<file path="src/rtl/arith_cmd_ctrl.sv">
// Command sequencer: gathers opcode/A/B bytes from the UART, drives the shared
// add/sub datapath, latches the result and returns result + flags bytes.
module arith_cmd_ctrl #(
  parameter int          TIMEOUT_CYCLES = 1_000_000,
  parameter logic [7:0]  OP_ADD         = 8'h2B,
  parameter logic [7:0]  OP_SUB         = 8'h2D
) (
  input  logic       clk,
  input  logic       rst_n,
  input  logic [7:0] rx_data,
  input  logic       rx_valid,
  output logic [7:0] tx_data,
  output logic       tx_send,
  input  logic       tx_busy,
  output logic [7:0] dp_a,
  output logic [7:0] dp_b,
  output logic       dp_sub,
  input  logic [7:0] dp_sum,
  input  logic       dp_ovf,
  output logic [7:0] result_q,
  output logic       ovf_q,
  output logic       busy,
  output logic       err_timeout
);

  localparam int             CNT_W   = $clog2(TIMEOUT_CYCLES);
  localparam logic [CNT_W-1:0] CNT_MAX = CNT_W'(TIMEOUT_CYCLES - 1);
  localparam logic [7:0]     ERR_BYTE = 8'h45;

  typedef enum logic [3:0] {
    IDLE, GET_A, GET_B, EXEC, CAPT,
    SEND_RES, ACK_RES, SEND_FLG, ACK_FLG, SEND_ERR, ACK_ERR
  } state_t;

  state_t           state, state_n;
  logic [CNT_W-1:0] tmo_cnt;
  logic             ld_sub, ld_a, ld_b, capt, send, tmo, cnt_clr, cnt_inc;
  logic [7:0]       send_byte;

  assign busy = (state != IDLE);

  always_comb begin
    state_n   = state;
    ld_sub    = 1'b0;
    ld_a      = 1'b0;
    ld_b      = 1'b0;
    capt      = 1'b0;
    send      = 1'b0;
    send_byte = 8'h00;
    tmo       = 1'b0;
    cnt_clr   = 1'b0;
    cnt_inc   = 1'b0;
    case (state)
      IDLE: begin
        if (rx_valid) begin
          if (rx_data == OP_ADD || rx_data == OP_SUB) begin
            ld_sub  = 1'b1;
            cnt_clr = 1'b1;
            state_n = GET_A;
          end else begin
            state_n = SEND_ERR;
          end
        end
      end
      GET_A, GET_B: begin
        // Timeout takes priority over a byte arriving on the same cycle.
        if (tmo_cnt == CNT_MAX) begin
          tmo     = 1'b1;
          state_n = IDLE;
        end else if (rx_valid) begin
          cnt_clr = 1'b1;
          if (state == GET_A) begin
            ld_a    = 1'b1;
            state_n = GET_B;
          end else begin
            ld_b    = 1'b1;
            state_n = EXEC;
          end
        end else begin
          cnt_inc = 1'b1;
        end
      end
      EXEC: state_n = CAPT;
      CAPT: begin
        capt    = 1'b1;
        state_n = SEND_RES;
      end
      SEND_RES: begin
        if (!tx_busy) begin
          send      = 1'b1;
          send_byte = result_q;
          state_n   = ACK_RES;
        end
      end
      ACK_RES: if (tx_busy) state_n = SEND_FLG;
      SEND_FLG: begin
        if (!tx_busy) begin
          send      = 1'b1;
          send_byte = {7'b0, ovf_q};
          state_n   = ACK_FLG;
        end
      end
      ACK_FLG: if (tx_busy) state_n = IDLE;
      SEND_ERR: begin
        if (!tx_busy) begin
          send      = 1'b1;
          send_byte = ERR_BYTE;
          state_n   = ACK_ERR;
        end
      end
      ACK_ERR: if (tx_busy) state_n = IDLE;
      default: state_n = IDLE;
    endcase
  end

  always_ff @(posedge clk or negedge rst_n) begin
    if (!rst_n) begin
      state       <= IDLE;
      tmo_cnt     <= '0;
      dp_a        <= 8'h00;
      dp_b        <= 8'h00;
      dp_sub      <= 1'b0;
      result_q    <= 8'h00;
      ovf_q       <= 1'b0;
      tx_send     <= 1'b0;
      tx_data     <= 8'h00;
      err_timeout <= 1'b0;
    end else begin
      state       <= state_n;
      tx_send     <= send;
      err_timeout <= tmo;
      if (cnt_clr)      tmo_cnt <= '0;
      else if (cnt_inc) tmo_cnt <= tmo_cnt + 1'b1;
      if (ld_sub) dp_sub <= (rx_data == OP_SUB);
      if (ld_a)   dp_a   <= rx_data;
      if (ld_b)   dp_b   <= rx_data;
      if (capt) begin
        result_q <= dp_sum;
        ovf_q    <= dp_ovf;
      end
      // tx_data stays put through the ACK state until the next send.
      if (send) tx_data <= send_byte;
    end
  end

endmodule

</file>
<file path="config.mk">
export PLATFORM = sky130hd
export DESIGN_NAME = arith_cmd_ctrl
export DESIGN_NICKNAME = d
export VERILOG_FILES = /design/src/rtl/arith_cmd_ctrl.sv
export SDC_FILE = /design/constraint.sdc
export NUM_CORES = 1
export LEC_CHECK = 0
export ABC_AREA = 1
export BUFFER_PORTS_ARGS = -buffer_cell sky130_fd_sc_hd__buf_2
export CAP_MARGIN = 40
export CORE_AREA = 3 3 114 61
export CTS_CLUSTER_SIZE = 12
export DETAILED_ROUTE_END_ITERATION = 6
export DIE_AREA = 0 0 117 64
export GPL_TIMING_DRIVEN = 0
export PLACE_DENSITY_LB_ADDON = 0.08
export SYNTH_ARGS = -nofsm -noshare
export SYNTH_HDL_FRONTEND = slang
export SYNTH_SLANG_ARGS = --single-unit
</file>
<file path="constraint.sdc">
create_clock -name clk -period 2 [get_ports clk]
set_clock_uncertainty 0.2 [all_clocks]
set_input_delay 0.4 -clock clk [delete_from_list [all_inputs] [get_ports clk]]
set_output_delay 0.4 -clock clk [all_outputs]
set_load 0.05 [all_outputs]
</file>
==> metrics.cfg, run 1 <==
[detailed_routing]
drt-vias-per-instance = 4.98
top_layer_used = met4
vias = 2938
met2_wire_length_um = 3630
antenna_violating_nets_post_route = 0
route.detailed.drc = 0
drt_first_pass_iters = 4
iteration_0_drc_count_of_the_detailed_router = 259
route.met3.wl_um = 525
routedLengthMet1_um = 3530
detail_route.wirelength_um = 7760
wire_per_inst_um = 13.2

[clocking]
clkLatencyLatePin_ps = 330
ctsRootBufferMaster = clkbuf_16
worst_setup_hold_path_clk_slew_ps = 60
number_of_buffers_inserted_during_clock_tree_synthesis = 9
cts_tree = yes
clkSinkCount = 60
clock_tree.buffer_depth = 2
cts_htree_levels = 3

[floorplanning]
core_area_mm2 = 0.00601
chipHeight_um = 64
chipWidth_um = 117
ios = 58
initial_core_util_pct = 52.7
die_area_mm2 = 0.00749
floorplan.rows = 20

[logic_synthesis]
synth_seq_area_share_pct = 47.4
synthCells = 427
synth-warning-count = 0
avgSynthCellArea_um2 = 7.42
ys_seq_elements = 60
netlist_area_mm2 = 0.00317
synth_fp_nets = 449
synth_cell_type_count = 28

[sta]
post-route-period-util_pct = 97.5
unrepaired_setup_endpoints_after_global_routing = true
worst_slew_pin_slew_ps = 551
maxClockFrequency_mhz = 513
report.final.slew_viol_count = 0
relSlewSlack_pct = 63.1
post_route_setup_tns_ps = 0
timing_hold_violations_final = 0
fin_crit_ps = 1950
final-setup-viol-count = 0

[layout]
area_growth_syn_to_layout_pct = 29.9
multi_input_area_mm2 = 0.00151
fin_nets = 530
num_antenna_cells = 0
final_layout_size_suffix_gt1_share_pct = 21.8
most_frequent_cells_in_the_layout = nand2_1 (168), dfrtp_1 (59), buf_2 (56)
layout_commonest_cell = nand2_1
nFillCells = 524
final_area_mm2 = 0.00412
total_area_of_sequential_cells_mm2 = 0.00150

[worst_setup_path]
slowest_delay_ps = 370
path_max_fanout = 9
cp_num_buf_inv = 2
critPathSlowestCell = dfrtp_1
timing.critical_path.from = state[0]
worst_ep_required_time_ps = 1400
timing.critical_path.cells = buf_4, nor2_1, nand2_2, buf_4
worstSetupStartpointType = flip-flop
most_frequent_cell_on_critical_path = buf_4
regToRegStartpoint = tmo_cnt[1]
setup.worst_path.class = flip-flop to output pin
cp-end-kind = output pin
critical-path-top-delay-family = flip-flops
worst-endpoint-arrival_ps = 1350

[place]
hpwlAfterDp_um = 5440
port_buf_inserts = 57
placedInstanceArea_mm2 = 0.00357
place_congestion = 0.894

[global_route]
maximum_number_of_pins_on_one_net_before_global_route_repair = 39
first_pass_grt_wire_length_um = 13000
via_count_of_the_first_global_routing_pass = 2780
grt.total_usage_pct = 22.4
number_of_antenna_violations_at_the_first_check_in_global_routing = 0
globalRouteOverflowTotal = 0

[power]
clock_power_share_pct = 24.8
power_switching_share_pct = 45.4
switching_power_mw = 3.04
pwr_density_cell_mw_per_mm2 = 1630
vdd.ir_drop.worst_mv = 1.08
leakage_component_of_the_power_nw = 2.25
comb_power_share_pct = 47.4
power.internal_mw = 3.66
sequentialPowerShare_pct = 27.8

[status]
outcome = completed

[run]
timing.max_cap.violations = 0

[min_path]
hold_sp = dp_sum[2]
min-delay-path-class = primary input to flip-flop

## Yosys cell counts
cell	number	area [um2]
nand2_4	1	11.3
nor3_2	1	10.0
mux2i_1	1	10.0
nor2_1	37	139
inv_6	1	8.76
nand3b_1	2	15.0
dfrtp_1	60	1500
ha_1	1	12.5
o41ai_1	1	8.76
nand2_1	170	638
xor2_1	11	96.3
a21oi_1	3	15.0
inv_1	37	139
nand3_1	51	255
o21ai_0	18	90.1
nand4_1	6	37.5
nor2_2	6	37.5
clkinv_1	1	3.75
inv_2	3	11.3
nand3_2	2	20.0
buf_8	1	15.0
a41oi_1	1	8.76
clkbuf_1	3	11.3
buf_6	2	22.5
buf_1	1	3.75
buf_4	2	15.0
nand2_2	2	12.5
xnor2_1	2	17.5
## flip-flops by register name (all words and copies together) (netlist names)
register and flops:
err_timeout 1, ovf_q 1, result_q 8, dp_sub 1, tx_send 1, dp_b 8, tx_data 8, state 4
tmo_cnt 20, dp_a 8
## logic make-up (layout without fill, tap and decap cells)
logic type	after synthesis	count (layout)	synth area share (%)
mux	1	1	0.316
buf+inv	51	137	7.27
simple gates	278	278	37.1
flops	60	60	47.4
compound gates	23	23	3.87
fa+ha+maj	1	1	0.395
xor+xnor	13	13	3.60
## worst paths after layout
check / endpoint / depth (start not counted) / slack, ps
setup / recovery: busy / 4 / 50
hold / removal: result_q[2] / 3 / 70
setup reg to reg: tmo_cnt[18] / 9 / 60
hold reg to reg: dp_b[3] / 2 / 290
max in group asynchronous: tx_data[0] / 3 / 630
min in group asynchronous: err_timeout / 2 / 390
## worst reg2reg max path, stage by stage, from the launching register on
cell,delay (ps)
dfrtp_1,440
ha_4,200
nand3_4,100
nor3_4,220
nand3_4,150
nand2_4,130
nand2_8,90
clkbuf_16,180
nand3_1,60
nand2_1,60
## layout make-up
cell class / instances / share of cell area [%]
plain buffers: 9 / 1.92
clock buffers: 10 / 5.81
clock inverters: 6 / 2.13
inverters: 42 / 4.13
multi-input cells: 316 / 36.6
flip-flops and latches: 60 / 36.5
well taps: 77 / 2.34
repair buffers: 70 / 10.6
## per-stage QoR
stage	std cells	total power, mW	worst slack (ps)	util [%]	hold slack (ps)
2_1_floorplan	427	3.96	86.3	-	-95.6
3_3_place_gp	561	4.61	-151	59.1	266
3_5_place_dp	562	4.65	-171	59.4	215
4_1_cts	581	6.39	12.9	65.5	55.9
5_1_grt	590	7.10	-23.9	68.5	63.9
6_report	590	6.70	49.7	68.5	71.0
## routing by layer
metal / GRT usage [%] / up-vias
met1: 28.7 / 1347
met3: 9.46 / 12
met4: 5.15 / 0
met2: 35.2 / 72
met5: 0 / -
li1: - / 1507
## timing repair
action | in CTS | in global routing
hold endpoints to repair | 22 | 0
gates cloned | 0 | 2
buffers inserted | 2 | 7
hold buffers | 1 | 0
gates resized for setup | 4 | 17
pin swaps | 2 | 4
endpoints found under the setup margin | 40 | 28
## power by group through the flow
stage	combinational, mW	clock, mW	sequential [mW]
final	3.18	1.66	1.86
after floorplan	1.03	0	2.93
after global routing	3.43	1.75	1.91
after CTS	2.83	1.70	1.86
after detailed placement	2.79	0	1.86
after global placement	2.76	0	1.86
(Power assumes the default switching activity.)
==> run 2: changes to the inputs <==
BUFFER_PORTS_ARGS = default   (was -buffer_cell sky130_fd_sc_hd__buf_2)
DONT_BUFFER_PORTS = 1   (was default)
clock period = 2.18 ns   (was 2 ns; I/O delays follow)
==> metrics.cfg, run 2 (same netlist as run 1, synthesis figures left out) <==
[sta]
relSlewSlack_pct = 64.3  ; +1.2 points
unrepaired_setup_endpoints_after_global_routing = false
fin_crit_ps = 2030
worst_hold_slack_ps = 22.6  ; -48.4 ps
timing_hold_violations_final = 0  ; unchanged
maxClockFrequency_mhz = 492
post-route-period-util_pct = 93.2
final-setup-viol-count = 0  ; unchanged
worst_slew_pin_slew_ps = 536  ; -15.6 ps
post_route_setup_tns_ps = 0  ; unchanged
report.final.slew_viol_count = 0  ; unchanged

[global_route]
via_count_of_the_first_global_routing_pass = 2521  ; -9.3%
grt.total_usage_pct = 21.2  ; -1.1 points
globalRouteOverflowTotal = 0  ; unchanged
first_pass_grt_wire_length_um = 12100  ; -7.0%
number_of_antenna_violations_at_the_first_check_in_global_routing = 0  ; unchanged
maximum_number_of_pins_on_one_net_before_global_route_repair = 61  ; +56%

[detailed_routing]
iteration_0_drc_count_of_the_detailed_router = 135  ; -48%
route.detailed.drc = 0  ; unchanged
antenna_violating_nets_post_route = 0  ; unchanged
vias = 2757  ; -6.2%
drt-vias-per-instance = 5.27  ; +5.9%
detail_route.wirelength_um = 7120  ; -8.3%
wire_per_inst_um = 13.6  ; +3.5%
drt_first_pass_iters = 4  ; unchanged

[clocking]
clkLatencyLatePin_ps = 330  ; about the same
worst_setup_hold_path_clk_slew_ps = 50  ; about the same
clkSinkCount = 60  ; unchanged
ctsRootBufferMaster = clkbuf_16
number_of_buffers_inserted_during_clock_tree_synthesis = 9  ; unchanged
cts_htree_levels = 3  ; unchanged
clock_tree.buffer_depth = 2  ; unchanged
cts_tree = yes

[worst_setup_path]
timing.reg2reg.setup_slack_ps = 150  ; +90 ps
setup.worst_path.class = flip-flop to flip-flop
worst_ep_required_time_ps = 2190  ; +790 ps
cp-end-kind = flip-flop
worst-endpoint-arrival_ps = 2040  ; +690 ps
worstSetupStartpointType = flip-flop
path_max_fanout = 10  ; +1

[place]
hpwlAfterDp_um = 5180  ; -4.8%
port_buf_inserts = 0  ; -100%
placed_cells_incl_taps = 504  ; -10%
placedInstanceArea_mm2 = 0.00326  ; -8.6%
place_congestion = 0.889  ; -0.48%

[run]
timing.max_cap.violations = 0  ; unchanged

[power]
clock_power_share_pct = 26.4  ; +1.6 points
leakage_component_of_the_power_nw = 1.89  ; -16%
fin_total_pwr_mw = 5.38  ; -20%
power.internal_mw = 2.80  ; -23%
switching_power_mw = 2.58  ; -15%
vdd.ir_drop.worst_mv = 1.07  ; -0.52%
pwr_density_cell_mw_per_mm2 = 1490  ; -8.7%
sequentialPowerShare_pct = 51.3  ; +24 points
comb_power_share_pct = 22.3  ; -25 points
power_switching_share_pct = 47.9  ; +2.5 points

[layout]
fin_nets = 463  ; -13%
final_layout_size_suffix_gt1_share_pct = 8.97  ; -13 points
most_frequent_cells_in_the_layout = nand2_1 (168), dfrtp_1 (60), nand3_1 (51)
layout_commonest_cell = nand2_1
num_antenna_cells = 0  ; unchanged
area_growth_syn_to_layout_pct = 14.3
largest_register_ffs = 20  ; unchanged
final_area_mm2 = 0.00362  ; -12%
post_route_insts_no_fill = 523  ; -11%
reg_with_most_ffs = tmo_cnt

[floorplanning]
chipHeight_um = 64  ; unchanged
chipWidth_um = 117  ; unchanged
die_area_mm2 = 0.00749  ; unchanged
initial_core_util_pct = 52.7  ; unchanged
ios = 58  ; unchanged
core_area_mm2 = 0.00601  ; unchanged
floorplan.rows = 20  ; unchanged

[min_path]
min-delay-path-class = primary input to flip-flop

[status]
outcome = completed

## run 2: cell types whose count changed in the layout (fill, tap and decap cells not counted), sizes merged
cell,delta
buf,-65
bufinv,-1
clkbuf,+1
clkinv,-5
clkinvlp,+2
inv,+1
## run 2: power by group through the flow
stage | clock, mW | sequential, mW | combinational (mW)
finish | 1.42 | 2.76 | 1.20
global route | 1.52 | 2.81 | 1.40
detailed placement | 0 | 2.78 | 1.16
CTS | 1.46 | 2.77 | 1.19
floorplan | 0 | 2.68 | 0.947
global placement | 0 | 2.78 | 1.13
## run 2: what timing repair did
action	CTS	global route
hold buffers	2	0
setup buffers	0	1
endpoints found under the setup margin	0	36
gates resized for setup	0	3
endpoints found under the hold margin	60	0
## run 2: area by class of cell
class                   count  area (um2)
fillers                   543        2380
flip-flops and latches     60        1500
multi-input cells         316        1440
clock buffers              13         260
inverters                  42         163
well taps                  77        96.3
plain buffers               9        67.6
clock inverters             3        45.0
repair buffers              3        45.0
## run 2: critical path, stage by stage (launching register included)
cell and delay (ps):
dfrtp_1 460, ha_2 270, nand3_2 130, nor3_2 140, nand3_2 170, nand2_2 130
nand2_4 80, buf_4 180, nand3_1 90, nand2_1 60
## run 2: through the flow
stage / worst slack, ps / utilization, %
2_1_floorplan: 266 / -
3_3_place_gp: 85.4 / 54.3
3_5_place_dp: 66.3 / 54.3
4_1_cts: 44.8 / 60.0
5_1_grt: 7.77 / 60.3
6_report: 148 / 60.3
## run 2: path summary, 6_finish.rpt
check                               to        start  cells past startpoint
setup / recovery           tmo_cnt[19]   tmo_cnt[0]                      9
hold / removal                 dp_b[7]   rx_data[7]                      2
setup reg to reg           tmo_cnt[19]   tmo_cnt[0]                      9
hold reg to reg            tmo_cnt[19]  tmo_cnt[19]                      2
max in group asynchronous  result_q[1]        rst_n                      2
min in group asynchronous  tmo_cnt[14]        rst_n                      2
## run 2: metal layers
metal / up-vias / part of all wire (%) / GRT usage, %
met2: 82 / 47 / 33.1
li1: 1378 / - / -
met4: 0 / 0.80 / 4.15
met1: 1287 / 43 / 26.6
met3: 10 / 9.2 / 11.0
met5: - / 0 / 0
